## src/rtl/opb_register_simulink2ppc_snap.sv

```systemverilog
// OPB slave register block returning Simulink data to the PowerPC.
// Software arms a one-shot capture of user_data_in, polls status, reads the
// frozen snapshot, and can inspect a saturating capture counter and a sticky
// overflow flag. User logic and the OPB side share OPB_Clk.
`timescale 1ns/1ps
module opb_register_simulink2ppc_snap #(
   parameter logic [31:0] C_BASEADDR   = 32'h010B2300,
   parameter logic [31:0] C_HIGHADDR   = 32'h010B23FF,
   parameter int          C_OPB_AWIDTH = 32,
   parameter int          C_OPB_DWIDTH = 32,
   parameter              C_FAMILY     = "virtex5"
) (
   input  logic                        OPB_Clk,
   input  logic                        OPB_Rst_n,
   input  logic [0:C_OPB_AWIDTH-1]     OPB_ABus,
   input  logic [0:C_OPB_DWIDTH/8-1]   OPB_BE,
   input  logic [0:C_OPB_DWIDTH-1]     OPB_DBus,
   input  logic                        OPB_RNW,
   input  logic                        OPB_select,
   input  logic                        OPB_seqAddr,
   output logic [0:C_OPB_DWIDTH-1]     Sl_DBus,
   output logic                        Sl_xferAck,
   output logic                        Sl_errAck,
   output logic                        Sl_retry,
   output logic                        Sl_toutSup,
   input  logic [31:0]                 user_data_in,
   input  logic                        user_valid,
   output logic                        user_armed
);

   typedef enum logic [1:0] {ST_IDLE, ST_ACK, ST_RECOV} state_t;

   localparam logic [5:0] IDX_DATA = 6'd0;
   localparam logic [5:0] IDX_CTRL = 6'd1;
   localparam logic [5:0] IDX_LIVE = 6'd2;

   state_t      state_reg, state_next;
   logic [31:0] rdata_reg;
   logic [31:0] snap_reg;
   logic        armed_reg;
   logic        valid_reg;
   logic        ovf_reg;
   logic [15:0] count_reg;

   logic        hit;
   logic        latch_en;
   logic [5:0]  reg_idx;
   logic [31:0] wdata;
   logic        wr_ctrl;
   logic        arm_wr;
   logic        clr_ovf_wr;
   logic        clr_cnt_wr;
   logic        rd_data_lat;
   logic        capture;
   logic        overflow_evt;
   logic [31:0] rd_mux;
   logic        unused_ok;

   // Address decode and the one-cycle bus events derived from it
   assign hit         = OPB_select && (OPB_ABus >= C_BASEADDR) && (OPB_ABus <= C_HIGHADDR);
   assign latch_en    = (state_reg == ST_IDLE) && hit;
   assign reg_idx     = OPB_ABus[24:29];
   assign wdata       = 32'(OPB_DBus);
   assign wr_ctrl     = latch_en && !OPB_RNW && OPB_BE[C_OPB_DWIDTH/8-1] && (reg_idx == IDX_CTRL);
   assign arm_wr      = wr_ctrl && wdata[0];
   assign clr_ovf_wr  = wr_ctrl && wdata[2];
   assign clr_cnt_wr  = wr_ctrl && wdata[3];
   assign rd_data_lat = latch_en && OPB_RNW && (reg_idx == IDX_DATA);

   // An arm write landing with user_valid defers the capture to a later strobe
   assign capture      = armed_reg && user_valid && !arm_wr;
   assign overflow_evt = user_valid && !armed_reg && valid_reg;

   // Bits that carry no function here are folded together to keep lint quiet
   assign unused_ok = ^{OPB_seqAddr, OPB_BE, wdata, (C_FAMILY == "virtex5")};

   // Read-data multiplexer, sampled into rdata_reg at the latch cycle
   always_comb begin
      rd_mux = '0;
      case (reg_idx)
         IDX_DATA: rd_mux = snap_reg;
         IDX_CTRL: rd_mux = {count_reg, 13'd0, ovf_reg, valid_reg, armed_reg};
         IDX_LIVE: rd_mux = user_data_in;
         default:  rd_mux = '0;
      endcase
   end

   // Bus FSM state register
   always_ff @(posedge OPB_Clk or negedge OPB_Rst_n) begin
      if (!OPB_Rst_n) begin
         state_reg <= ST_IDLE;
      end else begin
         state_reg <= state_next;
      end
   end

   // Bus FSM next state: accept, acknowledge, then one recovery cycle
   always_comb begin
      state_next = state_reg;
      case (state_reg)
         ST_IDLE:  if (hit) state_next = ST_ACK;
         ST_ACK:   state_next = ST_RECOV;
         ST_RECOV: state_next = ST_IDLE;
         default:  state_next = ST_IDLE;
      endcase
   end

   // Bus FSM outputs: data bus is driven only while acknowledging
   always_comb begin
      Sl_xferAck = (state_reg == ST_ACK);
      Sl_DBus    = Sl_xferAck ? C_OPB_DWIDTH'(rdata_reg) : '0;
      Sl_errAck  = 1'b0;
      Sl_retry   = 1'b0;
      Sl_toutSup = 1'b0;
      user_armed = armed_reg;
   end

   // Read latch, capture engine and status bits
   always_ff @(posedge OPB_Clk or negedge OPB_Rst_n) begin
      if (!OPB_Rst_n) begin
         rdata_reg <= '0;
         snap_reg  <= '0;
         armed_reg <= 1'b0;
         valid_reg <= 1'b0;
         ovf_reg   <= 1'b0;
         count_reg <= '0;
      end else begin
         if (latch_en) begin
            rdata_reg <= rd_mux;
         end

         if (arm_wr) begin
            armed_reg <= 1'b1;
         end else if (capture) begin
            armed_reg <= 1'b0;
         end

         // A capture on the same edge as a DATA read leaves valid set
         if (capture) begin
            valid_reg <= 1'b1;
         end else if (rd_data_lat) begin
            valid_reg <= 1'b0;
         end

         // Overflow set wins over a simultaneous software clear
         if (overflow_evt) begin
            ovf_reg <= 1'b1;
         end else if (clr_ovf_wr) begin
            ovf_reg <= 1'b0;
         end

         // Software clear wins over a simultaneous capture increment
         if (clr_cnt_wr) begin
            count_reg <= '0;
         end else if (capture && (count_reg != 16'hFFFF)) begin
            count_reg <= count_reg + 16'd1;
         end

         if (capture) begin
            snap_reg <= user_data_in;
         end
      end
   end

endmodule

```

## config.mk

```make
export PLATFORM = sky130hd
export DESIGN_NAME = opb_register_simulink2ppc_snap
export DESIGN_NICKNAME = d
export VERILOG_FILES = /design/src/rtl/opb_register_simulink2ppc_snap.sv
export SDC_FILE = /design/constraint.sdc
export NUM_CORES = 1
export LEC_CHECK = 0
export BUFFER_PORTS_ARGS = -buffer_cell sky130_fd_sc_hd__buf_2
export CORE_MARGIN = 8
export CORE_UTILIZATION = 55
export DETAILED_ROUTE_END_ITERATION = 12
export GPL_TIMING_DRIVEN = 0
export PLACE_DENSITY = 0.91
export SETUP_SLACK_MARGIN = 0.4
export SYNTH_ARGS = -nofsm -noshare
export SYNTH_HDL_FRONTEND = slang
export SYNTH_SLANG_ARGS = --single-unit
```

## constraint.sdc

```tcl
create_clock -name OPB_Clk -period 3.6 [get_ports OPB_Clk]
set_input_delay 0.72 -clock OPB_Clk [delete_from_list [all_inputs] [get_ports OPB_Clk]]
set_output_delay 0.72 -clock OPB_Clk [all_outputs]
set_load 0.01 [all_outputs]
```

* Yosys cells after proc, flatten, opt, wreduce, memory -nomap -nowiden
Index checks and enable logic that the tools add are counted.
** Word-level totals
- Bits in registers :: 85
- Latch bits :: 0
- Bits in writable memories :: 0
- ROM bits :: 0
- Input port bits :: 106
- Memories kept :: 0
** Operators by class
- Add/subtract/negate cells :: 1
- Multiply operators :: 0
- Divide/modulo/power cells :: 0
- $lt $le $gt $ge :: 2
- Equality and inequality tests :: 5
- Shift operators :: 0
- Mux-type cells :: 12
- Bitwise logic cells :: 0
- Reduce and logical (&&, ||, !) cells :: 25
** Operator list (count)
- $pmux W32 S3 :: 1
- $ge A32 B25 Y1 const B :: 1
- $le A32 B25 Y1 const B :: 1
- $mux W16 :: 2
- $mux W32 :: 1
- $add A16 B1 Y16 const B :: 1
- $logic_and A1 B1 Y1 :: 16
- $ne A16 B16 Y1 const B :: 1
- $reduce_bool A2 Y1 :: 4
- $eq A6 B1 Y1 const B :: 1
- $eq A6 B2 Y1 const B :: 1
- $logic_not A6 Y1 :: 1
- $mux W1 :: 6
- $pmux W2 S2 :: 1
- $logic_not A1 Y1 :: 3
- $eq A2 B1 Y1 const B :: 1
- $logic_not A2 Y1 :: 1
- $mux W2 :: 1
- $ne A2 B2 Y1 const B :: 1

* Logic depth before layout (Yosys ltp)
Gate-level depths: netlist of run 1.
- Depth in word-level cells :: 13
- Depth in mapped cells :: 7
- Gate-level depth less buffers :: 6

* Worst setup path before layout of run 1
Ideal clock, no wire load.
- Path type :: input to register
- Start point :: input port OPB_ABus[10] (netlist bit)
- End point :: register snap_reg[0]
- Library setup time :: 127 ps
- Arrival :: 2266 ps
- Setup slack :: 1207 ps
- Stages :: 6
- Path buffers :: 2
- Path through :: nor4bb_1 -> nand4_1 -> o311ai_4 -> buf_6 -> buf_6 -> mux2_1
** Between the ends
- Word-level cells in the longest chain between the ends :: 10
- Elaborated cells on any way between the ends :: 11
- Classes of those cells :: order compare (2); reduce/logical (9)
** Ends and longest elaborated chain
- from (decl) :: RTL line 15 : input logic [0:C_OPB_AWIDTH-1] OPB_ABus,
- $ge A32 B25 Y1 :: RTL line 60 : assign hit = OPB_select && (OPB_ABus >= C_BASEADDR) && (OPB_ABus <= C_HIGHADDR);
- $logic_and A1 B1 Y1 :: RTL line 60
- $logic_and A1 B1 Y1 * :: RTL line 60
- $logic_and A1 B1 Y1 * :: RTL line 61 : assign latch_en = (state_reg == ST_IDLE) && hit;
- $logic_and A1 B1 Y1 * (3 in series) :: RTL line 64 : assign wr_ctrl = latch_en && !OPB_RNW && OPB_BE[C_OPB_DWIDTH/8-1] && (reg_idx == IDX_CTRL);
- $logic_and A1 B1 Y1 * :: RTL line 65 : assign arm_wr = wr_ctrl && wdata[0];
- $logic_not A1 Y1 * :: RTL line 71 : assign capture = armed_reg && user_valid && !arm_wr;
- $logic_and A1 B1 Y1 * :: RTL line 71
- to (signal assigned) :: RTL line 160 : snap_reg <= user_data_in;
- to (decl) :: RTL line 39 : logic [31:0] snap_reg;
Mark *: on every way between the ends. The rest lies on a longest branch, timed or not.
A chain may end at the register's enable or synchronous reset.

* Worst setup path in the final report of run 1
- Start point :: register state_reg[1]
- End point :: output port Sl_DBus[11] (netlist bit)
** Between the ends
- Word-level cells in the longest chain between the ends :: 2
** Ends and longest elaborated chain
- from (decl) :: RTL line 37 : state_t state_reg, state_next;
- from (signal assigned) :: RTL line 93 : state_reg <= state_next;
- $eq A2 B1 Y1 :: RTL line 110 : Sl_xferAck = (state_reg == ST_ACK);
- $mux W32 :: RTL line 111 : Sl_DBus = Sl_xferAck ? C_OPB_DWIDTH'(rdata_reg) : '0;
- to (decl) :: RTL line 21 : output logic [0:C_OPB_DWIDTH-1] Sl_DBus,
No other way between the ends.

==> results.tsv, run 1 <==
metric	value	unit
outcome	finished clean	
syn_area_per_cell	10.2	µm²
synth_top_area_cell	dfrtp_1	
track_usage	21.8	%
skew	0.0117	ns
syn_area	0.00448	mm²
yosys-top-cells-count	dfrtp_1 (85), nand2_1 (47), and2_1 (33), mux2_1 (32), a21oi_1 (30)	
die_x	106	µm
core_region_area	0.00805	mm²
nets	663	
htree_levels	3	
synth_ff_type	dfrtp_1	
setup_viol	0	
ys.warnings.count	0	
synth_top_area_share	47.5	%
io_pins	143	
powerDensity	344	mW/mm²
synth.most_common_cell	dfrtp_1	
final_antenna_net_count	0	
drc	0	
port_buffers	104	
drtIter0Drc	242	
numCtsBuffers	9	
hp-class	primary input to async pin	
grt_pass1_wl	19.9	mm
post_cts_resized	0	
crit_path_end_kind	output port	
grt_max_degree	53	
synth_edf_count	0	
rows	33	
crit_required	2.88	ns
dp_hpwl	9.16	mm
worst_pin_slew	0.702	ns
firstDrtPassIters	5	
fin_crit_sh	74.3	%
holdBufCountCts	0	
gp_congestion	0.893	
setup.worst_path.start_class	flop	
power_leakage	2.56	nW
clk_pin_slew	0.09	ns
first_global_vias	3955	
gr-total-overflow	0	
rsz0062_at_grt	false	
synth_cells	438	
dr_total_vias	3886	
post-cts-setup-buffers	0	
max_freq	374	MHz
num_antenna_cells	0	
cts_max_path_buffers	2	
cts_tree	built	
final_max_slew_viol_count	0	
irDropWorstVdd	0.214	mV
die_h	106	µm
cp.arrival	1.96	ns
path_max_fanout	10	
synthArstFlopShare	100	%
areaGrowthSynthToFinish	19.7	%
routed_via_density	5.83	
cts.sinks	85	
synth-seq-area-share	47.5	%
hold_viol	0	
finalSetupTns	0	ns
clk_latency	0.36	ns
crit_type	flop to output port	
start_util	55.6	%
antenna_found_initial	0	
rr_worst_depth	6	
drv_cap	0	
holdWs	0.305	ns
synthTopCellsByArea	dfrtp_1 (48%), mux2_1 (8.0%), mux2i_1 (4.7%)	
synth_seq_cells	85	
layout-drive-gt1-share	26.2	%
slew_headroom	52.8	%
final_util	66.5	%
fin_total_pwr	1.84	mW
wire_per_inst	17.9	µm
wirelength	11.9	mm
synth_cell_type_count	47	
die_area	0.0113	mm²
cts_root_buffer	clkbuf_8	
min_period	2.68	ns
## area by class of cell
cell class | instances | area [µm²]
Inverter | 6 | 22.5
Tap cell | 105 | 131
Clock inverter | 5 | 60.1
Sequential cell | 85 | 2130
Timing Repair Buffer | 105 | 551
Fill cell | 631 | 2690
Clock buffer | 11 | 131
Multi-Input combinational cell | 317 | 2160
Buffer | 32 | 175
## where the power goes
| group | leakage, nW | internal, mW | switching, mW |
|---|---|---|---|
| Sequential | 1.15 | 0.988 | 0.0192 |
| Clock | 0.0939 | 0.324 | 0.349 |
| Combinational | 1.32 | 0.0754 | 0.0858 |
## final timing paths
check / slack, ns / end / from
max: 0.92 / Sl_DBus[11] / state_reg[1]$_DFFE_PN0P_
min: 0.30 / rdata_reg[10]$_DFFE_PN0N_ / OPB_Rst_n
max reg2reg: 1.20 / snap_reg[16]$_DFFE_PN0P_ / state_reg[1]$_DFFE_PN0P_
min reg2reg: 0.48 / state_reg[1]$_DFFE_PN0P_ / state_reg[1]$_DFFE_PN0P_
max in group asynchronous: 2.69 / count_reg[7]$_DFFE_PN0P_ / OPB_Rst_n
min in group OPB_Clk: 0.48 / state_reg[1]$_DFFE_PN0P_ / state_reg[1]$_DFFE_PN0P_
## critical path, cell delays in order (launching register included)
cell,delay (ns)
dfrtp_1,0.41
nor2b_1,0.47
clkbuf_1,0.34
and2_1,0.23
buf_2,0.15
## cell usage in the layout (no fill, tap or decap), drive strengths merged, types with 13 or more instances in the layout
master and instances:
o31ai 27, nand2 47, nor2 23, a21oi 31, mux2 33, buf 120
mux2i 21, o21ai 20, a22oi 13, and2 33, dfrtp 85, clkbuf 28
## through the flow
step	setup slack [ns]	cells	cell area, µm²
2_1_floorplan	1.21	440	4480
3_3_place_gp	0.840	649	5140
3_5_place_dp	0.759	650	5170
4_1_cts	0.926	666	5360
5_1_grt	0.796	666	5360
6_report	0.924	666	5360
## layer usage
metal / GRT usage (%) / up-vias / routed length, µm
met2: 35.8 / 148 / 5840
met4: 8.84 / 0 / 297
li1: - / 1818 / -
met5: 0 / - / 0
met3: 5.20 / 24 / 855
met1: 27.1 / 1896 / 4940
## kinds of logic after synthesis
family	Yosys count	synth area share [%]
AND/OR/NAND/NOR	164	21.1
AO/OA/AOI/OAI	95	13.6
flip-flops	85	47.5
multiplexers	54	13.0
buffers and inverters	38	4.42
adder cells (fa/ha/maj)	1	0.279
other	1	0.0838
Note: power is estimated with default switching activity, not from simulation.
==> run 2: changes to the inputs <==
- CORE_UTILIZATION: 55 -> 46
- PLACE_DENSITY: 0.91 -> 0.82
- clock period: 3.6 -> 2.39 ns (I/O delays scaled with it)
==> run 2 against run 1 <==
  * Core utilization decreased by 5.3 points
  * Sequential power increased by 50%
  * Power increased by 54%
  * Flip-flop and latch count unchanged
  * Die area increased by 17%
  * Non-clock buffer count increased by 12
  * Via count increased by 0.26%
  * Register-to-register slack got worse by 0.82 ns
  * Cell count increased by 6.0%
==> results.tsv, run 2 (synthesis gave the netlist of run 1 again) <==
metric	value	unit	change
cts_root_buffer	clkbuf_8		unchanged
setup.worst_path.start_class	primary input		was flop
gp_congestion	0.944		was 0.893
dr_total_vias	3896		was 3886
cp.arrival	2.25	ns	was 1.96 ns
final_antenna_net_count	0		unchanged
r2r_start	state_reg[0]$_DFFE_PN0P_		was state_reg[1]$_DFFE_PN0P_
layout_commonest_cell	buf_2		unchanged
crit_cells	7		was 4
hp-class	primary input to async pin		unchanged
slowest_stage	o311ai_4		was nor2b_1
die_area	0.0131	mm²	was 0.0113 mm²
critPathLaunch	OPB_ABus[10]		was state_reg[1]$_DFFE_PN0P_
wirelength	12.1	mm	was 11.9 mm
grt_pass1_wl	19.0	mm	was 19.9 mm
clk_pin_slew	0.09	ns	about the same
holdBufCountCts	0		unchanged
first_global_vias	3871		was 3955
rows	36		was 33
rr_worst_depth	6		unchanged
cts_tree	built		unchanged
cts_max_path_buffers	2		unchanged
layout_common_cells	buf_2 (91), dfrtp_1 (81), nand2_1 (46)		was buf_2 (108), dfrtp_1 (85), nand2_1 (47)
skew	0.0120	ns	was 0.0117 ns
holdWs	0.0376	ns	was 0.305 ns
crit_type	primary input to flop		was flop to output port
layout-drive-gt1-share	34.9	%	was 26.2%
ff2ff_setup_slack	0.38	ns	was 1.20 ns
firstDrtPassIters	8		was 5
power_leakage	2.73	nW	was 2.56 nW
drv_cap	0		unchanged
gr-total-overflow	0		unchanged
hold_viol	0		unchanged
outcome	finished clean		unchanged
core_region_area	0.00959	mm²	was 0.00805 mm²
min_period	2.01	ns	
nets	675		was 663
grt_max_degree	55		was 53
powerDensity	484	mW/mm²	was 344 mW/mm²
areaGrowthSynthToFinish	31.2	%	was 19.7%
port_buffers	104		unchanged
slew_headroom	57.0	%	was 52.8%
io_pins	143		unchanged
critPathMaxStageDelay	0.40	ns	was 0.47 ns
critPathBufInv	3		was 2
wire_per_inst	17.1	µm	was 17.9 µm
numCtsBuffers	9		unchanged
clk_latency	0.37	ns	was 0.36 ns
final_max_slew_viol_count	0		unchanged
path_cells	buf_2, nor4bb_2, nand4_1, o311ai_4, buf_6, buf_8, mux2_1		was nor2b_1, clkbuf_1, and2_1, buf_2
crit_path_end_kind	flop		was output port
num_antenna_cells	0		unchanged
rsz0062_at_grt	true		was false
dp_hpwl	9.09	mm	was 9.16 mm
routed_via_density	5.52		was 5.83
r2r_end	snap_reg[26]$_DFFE_PN0P_		was snap_reg[16]$_DFFE_PN0P_
fin_crit_sh	84.2	%	
antenna_found_initial	0		unchanged
cts.sinks	85		unchanged
setup_viol	0		unchanged
drtIter0Drc	248		was 242
htree_levels	3		unchanged
final_util	61.2	%	was 66.5%
die_x	115	µm	was 106 µm
die_h	115	µm	was 106 µm
endpoint	snap_reg[26]$_DFFE_PN0P_		was Sl_DBus[11]
path_delay_family	simple AND/OR/NAND/NOR gates		unchanged
track_usage	18.3	%	was 21.8%
crit_required	2.63	ns	was 2.88 ns
start_util	46.7	%	was 55.6%
fin_total_pwr	2.84	mW	was 1.84 mW
drc	0		unchanged
irDropWorstVdd	0.240	mV	was 0.214 mV
path_max_fanout	10		unchanged
max_freq	497	MHz	
worst_pin_slew	0.639	ns	was 0.702 ns
## run 2: cell count changes in the layout (fill, tap and decap cells not counted), moves of 6 or more
cell	previous run	this run
buf_6	5	21
buf_4	4	12
clkbuf_1	19	9
buf_8	0	6
and2_1	33	15
buf_2	108	91
and2_4	0	18
## run 2: how the worst min path moves through the flow
stage | start | to | slack, ns | cells past startpoint
finish | OPB_Rst_n | snap_reg[1]$_DFFE_PN0P_ | 0.04 | 1
global placement | rdata_reg[4]$_DFFE_PN0N_ | rdata_reg[4]$_DFFE_PN0N_ | 0.45 | 2
CTS | OPB_Rst_n | snap_reg[1]$_DFFE_PN0P_ | 0.04 | 1
detailed placement | OPB_Rst_n | snap_reg[1]$_DFFE_PN0P_ | 0.45 | 1
floorplan | OPB_Rst_n | count_reg[0]$_DFFE_PN0P_ | 0.18 | 0
global route | OPB_Rst_n | snap_reg[16]$_DFFE_PN0P_ | 0.07 | 1
## run 2: metrics by stage
stage                     instances  setup slack, ns  instance area [µm²]  TNS, ns
after floorplan                 440            0.291                 4520        0
after global placement          677          -0.0920                 5210    -2.51
after detailed placement        678           -0.144                 5240    -3.70
after CTS                       699            0.346                 5570        0
after global routing            706            0.279                 5870        0
final                           706            0.378                 5870        0
## run 2: where the power goes
group          internal (mW)  switching (mW)
clock                  0.546           0.519
sequential              1.49          0.0278
combinational          0.120           0.141
## run 2: final cells by class
cell class              instances  area, µm²
clock buffers                  12        155
repair buffers                117        822
well taps                     133        166
flip-flops and latches         85       2130
inverters                       6       22.5
plain buffers                  32        233
fillers                       778       3720
clock inverters                 4       55.1
multi-input cells             317       2290
## run 2: what timing repair did
| action | CTS | global route |
|---|---|---|
| cloned | 0 | 3 |
| resized for setup | 24 | 57 |
| setup buffers | 5 | 4 |
| pin swaps | 3 | 20 |
| endpoints found under the setup margin | 106 | 105 |
## run 2: routing by layer
layer / part of all wire (%) / track usage, % / routed length, µm / up-vias
met4: 2.3 / 8.70 / 276 / 0
met1: 42 / 22.1 / 5060 / 1870
met5: 0 / 0 / 0 / -
met3: 7.5 / 4.32 / 911 / 28
met2: 48 / 30.0 / 5820 / 152
li1: - / - / - / 1846
## run 2: worst reg2reg max path, cell delays in order (launching register included)
cell	delay, ns
dfrtp_1	0.43
nor4_4	0.27
nand4_2	0.20
o311ai_4	0.30
buf_6	0.20
buf_8	0.15
mux2_1	0.33
==> run 3: changes to the inputs <==
- ABC_AREA: default -> 1
- CORE_UTILIZATION: 46 -> 52
- PLACE_DENSITY: 0.82 -> 0.87
- clock period: 2.39 -> 2.1 ns (I/O delays scaled with it)
==> run 3 against run 2 <==
  * Power rose by 7.3%
  * Die area fell by 8.4%
  * Flip-flop and latch count did not move
  * Global-route usage rose by 4.1 points
  * Register-to-register slack improved by 0.03 ns
  * Worst setup slack got worse by 0.12 ns
  * Synthesized area rose by 2.1%
  * Synthesized cell count rose by 39%
  * Clock-buffer cell count fell by 3
  * Sequential share of layout area fell by 0.41 points
  * Wire length rose by 17%
  * Critical path type is now flop to output port
  * Largest power group unchanged
==> results.tsv, run 3 <==
metric	value	unit	change
synth_edf_count	0		unchanged
nets	859		was 675
cts_max_path_buffers	2		unchanged
start_util	52.9	%	was 46.7%
max_freq	544	MHz	
min_period	1.84	ns	
ys.warnings.count	0		unchanged
rsz0062_at_grt	true		unchanged
outcome	finished clean		unchanged
holdWs	0.277	ns	was 0.0376 ns
final_antenna_net_count	0		unchanged
cp.arrival	1.42	ns	was 2.25 ns
drv_cap	0		unchanged
wirelength	14.1	mm	was 12.1 mm
gr-total-overflow	0		unchanged
dr_total_vias	4692		was 3896
irDropWorstVdd	0.354	mV	was 0.240 mV
cts_tree	built		unchanged
drtIter0Drc	452		was 248
firstDrtPassIters	5		was 8
crit_required	1.68	ns	was 2.63 ns
wire_per_inst	16.3	µm	was 17.1 µm
yosys-top-cells-count	nand2_1 (140), inv_1 (92), dfrtp_1 (85), nor2_1 (68), o21ai_0 (59)		was dfrtp_1 (85), nand2_1 (47), and2_1 (33), mux2_1 (32), a21oi_1 (30)
crit_path_end_kind	output port		was flop
dp_cells	825		was 678
hold_viol	0		unchanged
core_region_area	0.00864	mm²	was 0.00959 mm²
synth_cells	610		was 438
port_buffers	104		unchanged
synthArstFlopShare	100	%	unchanged
die_x	110	µm	was 115 µm
num_antenna_cells	0		unchanged
synth_top_area_cell	dfrtp_1		unchanged
synth.most_common_cell	nand2_1		was dfrtp_1
clk_pin_slew	0.08	ns	was 0.09 ns
die_area	0.0120	mm²	was 0.0131 mm²
synthTopCellsByArea	dfrtp_1 (47%), nand2_1 (12%), inv_1 (7.6%)		was dfrtp_1 (48%), mux2_1 (8.0%), mux2i_1 (4.7%)
synth_ff_type	dfrtp_1		unchanged
syn_area_per_cell	7.49	µm²	was 10.2 µm²
dp_hpwl	10.2	mm	was 9.09 mm
setup.worst_path.start_class	flop		was primary input
drc	0		unchanged
cts_root_buffer	clkbuf_8		unchanged
gp_congestion	0.866		was 0.944
powerDensity	515	mW/mm²	was 484 mW/mm²
crit_type	flop to output port		was primary input to flop
io_pins	143		unchanged
grt_max_degree	62		was 55
cts.sinks	85		unchanged
layout-drive-gt1-share	27.6	%	was 34.9%
synth_cell_type_count	33		was 47
skew	0.0146	ns	was 0.0120 ns
track_usage	22.4	%	was 18.3%
rows	34		was 36
path_max_fanout	10		unchanged
grt_pass1_wl	21.2	mm	was 19.0 mm
final_cell_count_no_fill	864		was 706
first_global_vias	4457		was 3871
antenna_found_initial	0		unchanged
synth_top_area_share	46.5	%	was 47.5%
htree_levels	3		unchanged
layout_commonest_cell	nand2_1		was buf_2
syn_area	0.00457	mm²	was 0.00448 mm²
setup_viol	0		unchanged
fin_crit_sh	87.5	%	
hp-class	primary input to flop		was primary input to async pin
clk_latency	0.37	ns	about the same
numCtsBuffers	9		unchanged
final_max_slew_viol_count	0		unchanged
routed_via_density	5.43		was 5.52
synth-seq-area-share	46.5	%	was 47.5%
areaGrowthSynthToFinish	29.7	%	was 31.2%
synth_seq_cells	85		unchanged
power_leakage	3.04	nW	was 2.73 nW
die_h	110	µm	was 115 µm
layout_common_cells	nand2_1 (138), buf_2 (104), inv_1 (88)		was buf_2 (91), dfrtp_1 (81), nand2_1 (46)
## run 3: worst max-delay path: stages, from the launching register on
cell and delay [ns]:
dfrtp_1 0.42, nor2_4 0.15, inv_4 0.08, buf_8 0.15
nor2_2 0.11, buf_2 0.15
## run 3: area by class of cell
| type | count | area [µm²] |
|---|---|---|
| sequential | 85 | 2130 |
| tap | 108 | 135 |
| timing repair buffer | 129 | 802 |
| fill | 697 | 2710 |
| multi-input combinational | 403 | 2120 |
| buffer | 30 | 210 |
| clock inverter | 6 | 47.5 |
| inverter | 94 | 360 |
| clock buffer | 9 | 124 |
## run 3: logic make-up after synthesis
group,share of synthesized area (%)
AO/OA/AOI/OAI,12.0
XOR/XNOR,2.30
adder cells (fa/ha/maj),0.274
buffers and inverters,11.1
flip-flops,46.5
other,0.0821
AND/OR/NAND/NOR,27.7
## run 3: layer usage
| metal | part of all wire [%] | vias to the layer above | global-route usage [%] |
|---|---|---|---|
| met1 | 39 | 2189 | 28.7 |
| met2 | 48 | 247 | 36.6 |
| met4 | 2.8 | 0 | 8.39 |
| met5 | 0 | - | 0 |
| li1 | - | 2215 | - |
| met3 | 9.7 | 41 | 4.75 |
## run 3: stage by stage
step / setup WS [ns] / cell area (µm²) / utilization, % / setup TNS [ns] / total power, mW
after floorplan: 0.448 / 4580 / - / 0 / 1.84
after global placement: -0.0712 / 5230 / 60.6 / -5.74 / 1.97
after detailed placement: -0.129 / 5260 / 60.9 / -1.09 / 1.99
after CTS: 0.294 / 5620 / 65.1 / 0 / 3.03
after global routing: 0.242 / 5930 / 68.6 / 0 / 3.14
final: 0.262 / 5930 / 68.6 / 0 / 3.05
## run 3: final timing paths
kind	startpoint	end	slack, ns	cells after the start
setup / recovery	state_reg[1]$_DFFE_PN0P_	Sl_DBus[30]	0.26	5
hold / removal	user_valid	user_armed$_DFFE_PN0P_	0.28	2
setup reg to reg	count_reg[1]$_DFFE_PN0P_	count_reg[6]$_DFFE_PN0P_	0.41	12
hold reg to reg	snap_reg[10]$_DFFE_PN0P_	snap_reg[10]$_DFFE_PN0P_	0.48	2
max in group asynchronous	OPB_Rst_n	snap_reg[19]$_DFFE_PN0P_	0.99	3
min in group asynchronous	OPB_Rst_n	count_reg[7]$_DFFE_PN0P_	0.49	2
## run 3: power by group
group | switching (mW) | total [mW] | internal (mW)
clock network | 0.639 | 1.07 | 0.431
logic | 0.142 | 0.248 | 0.106
registers | 0.0369 | 1.73 | 1.69
## run 3: timing repair
action / CTS / global route
endpoints found under the setup margin: 101 / 102
pin swaps: 6 / 18
hold buffers: 1 / 0
endpoints found under the hold margin: 24 / 0
setup buffers: 12 / 9
gates cloned: 0 / 2
resized for setup: 30 / 51
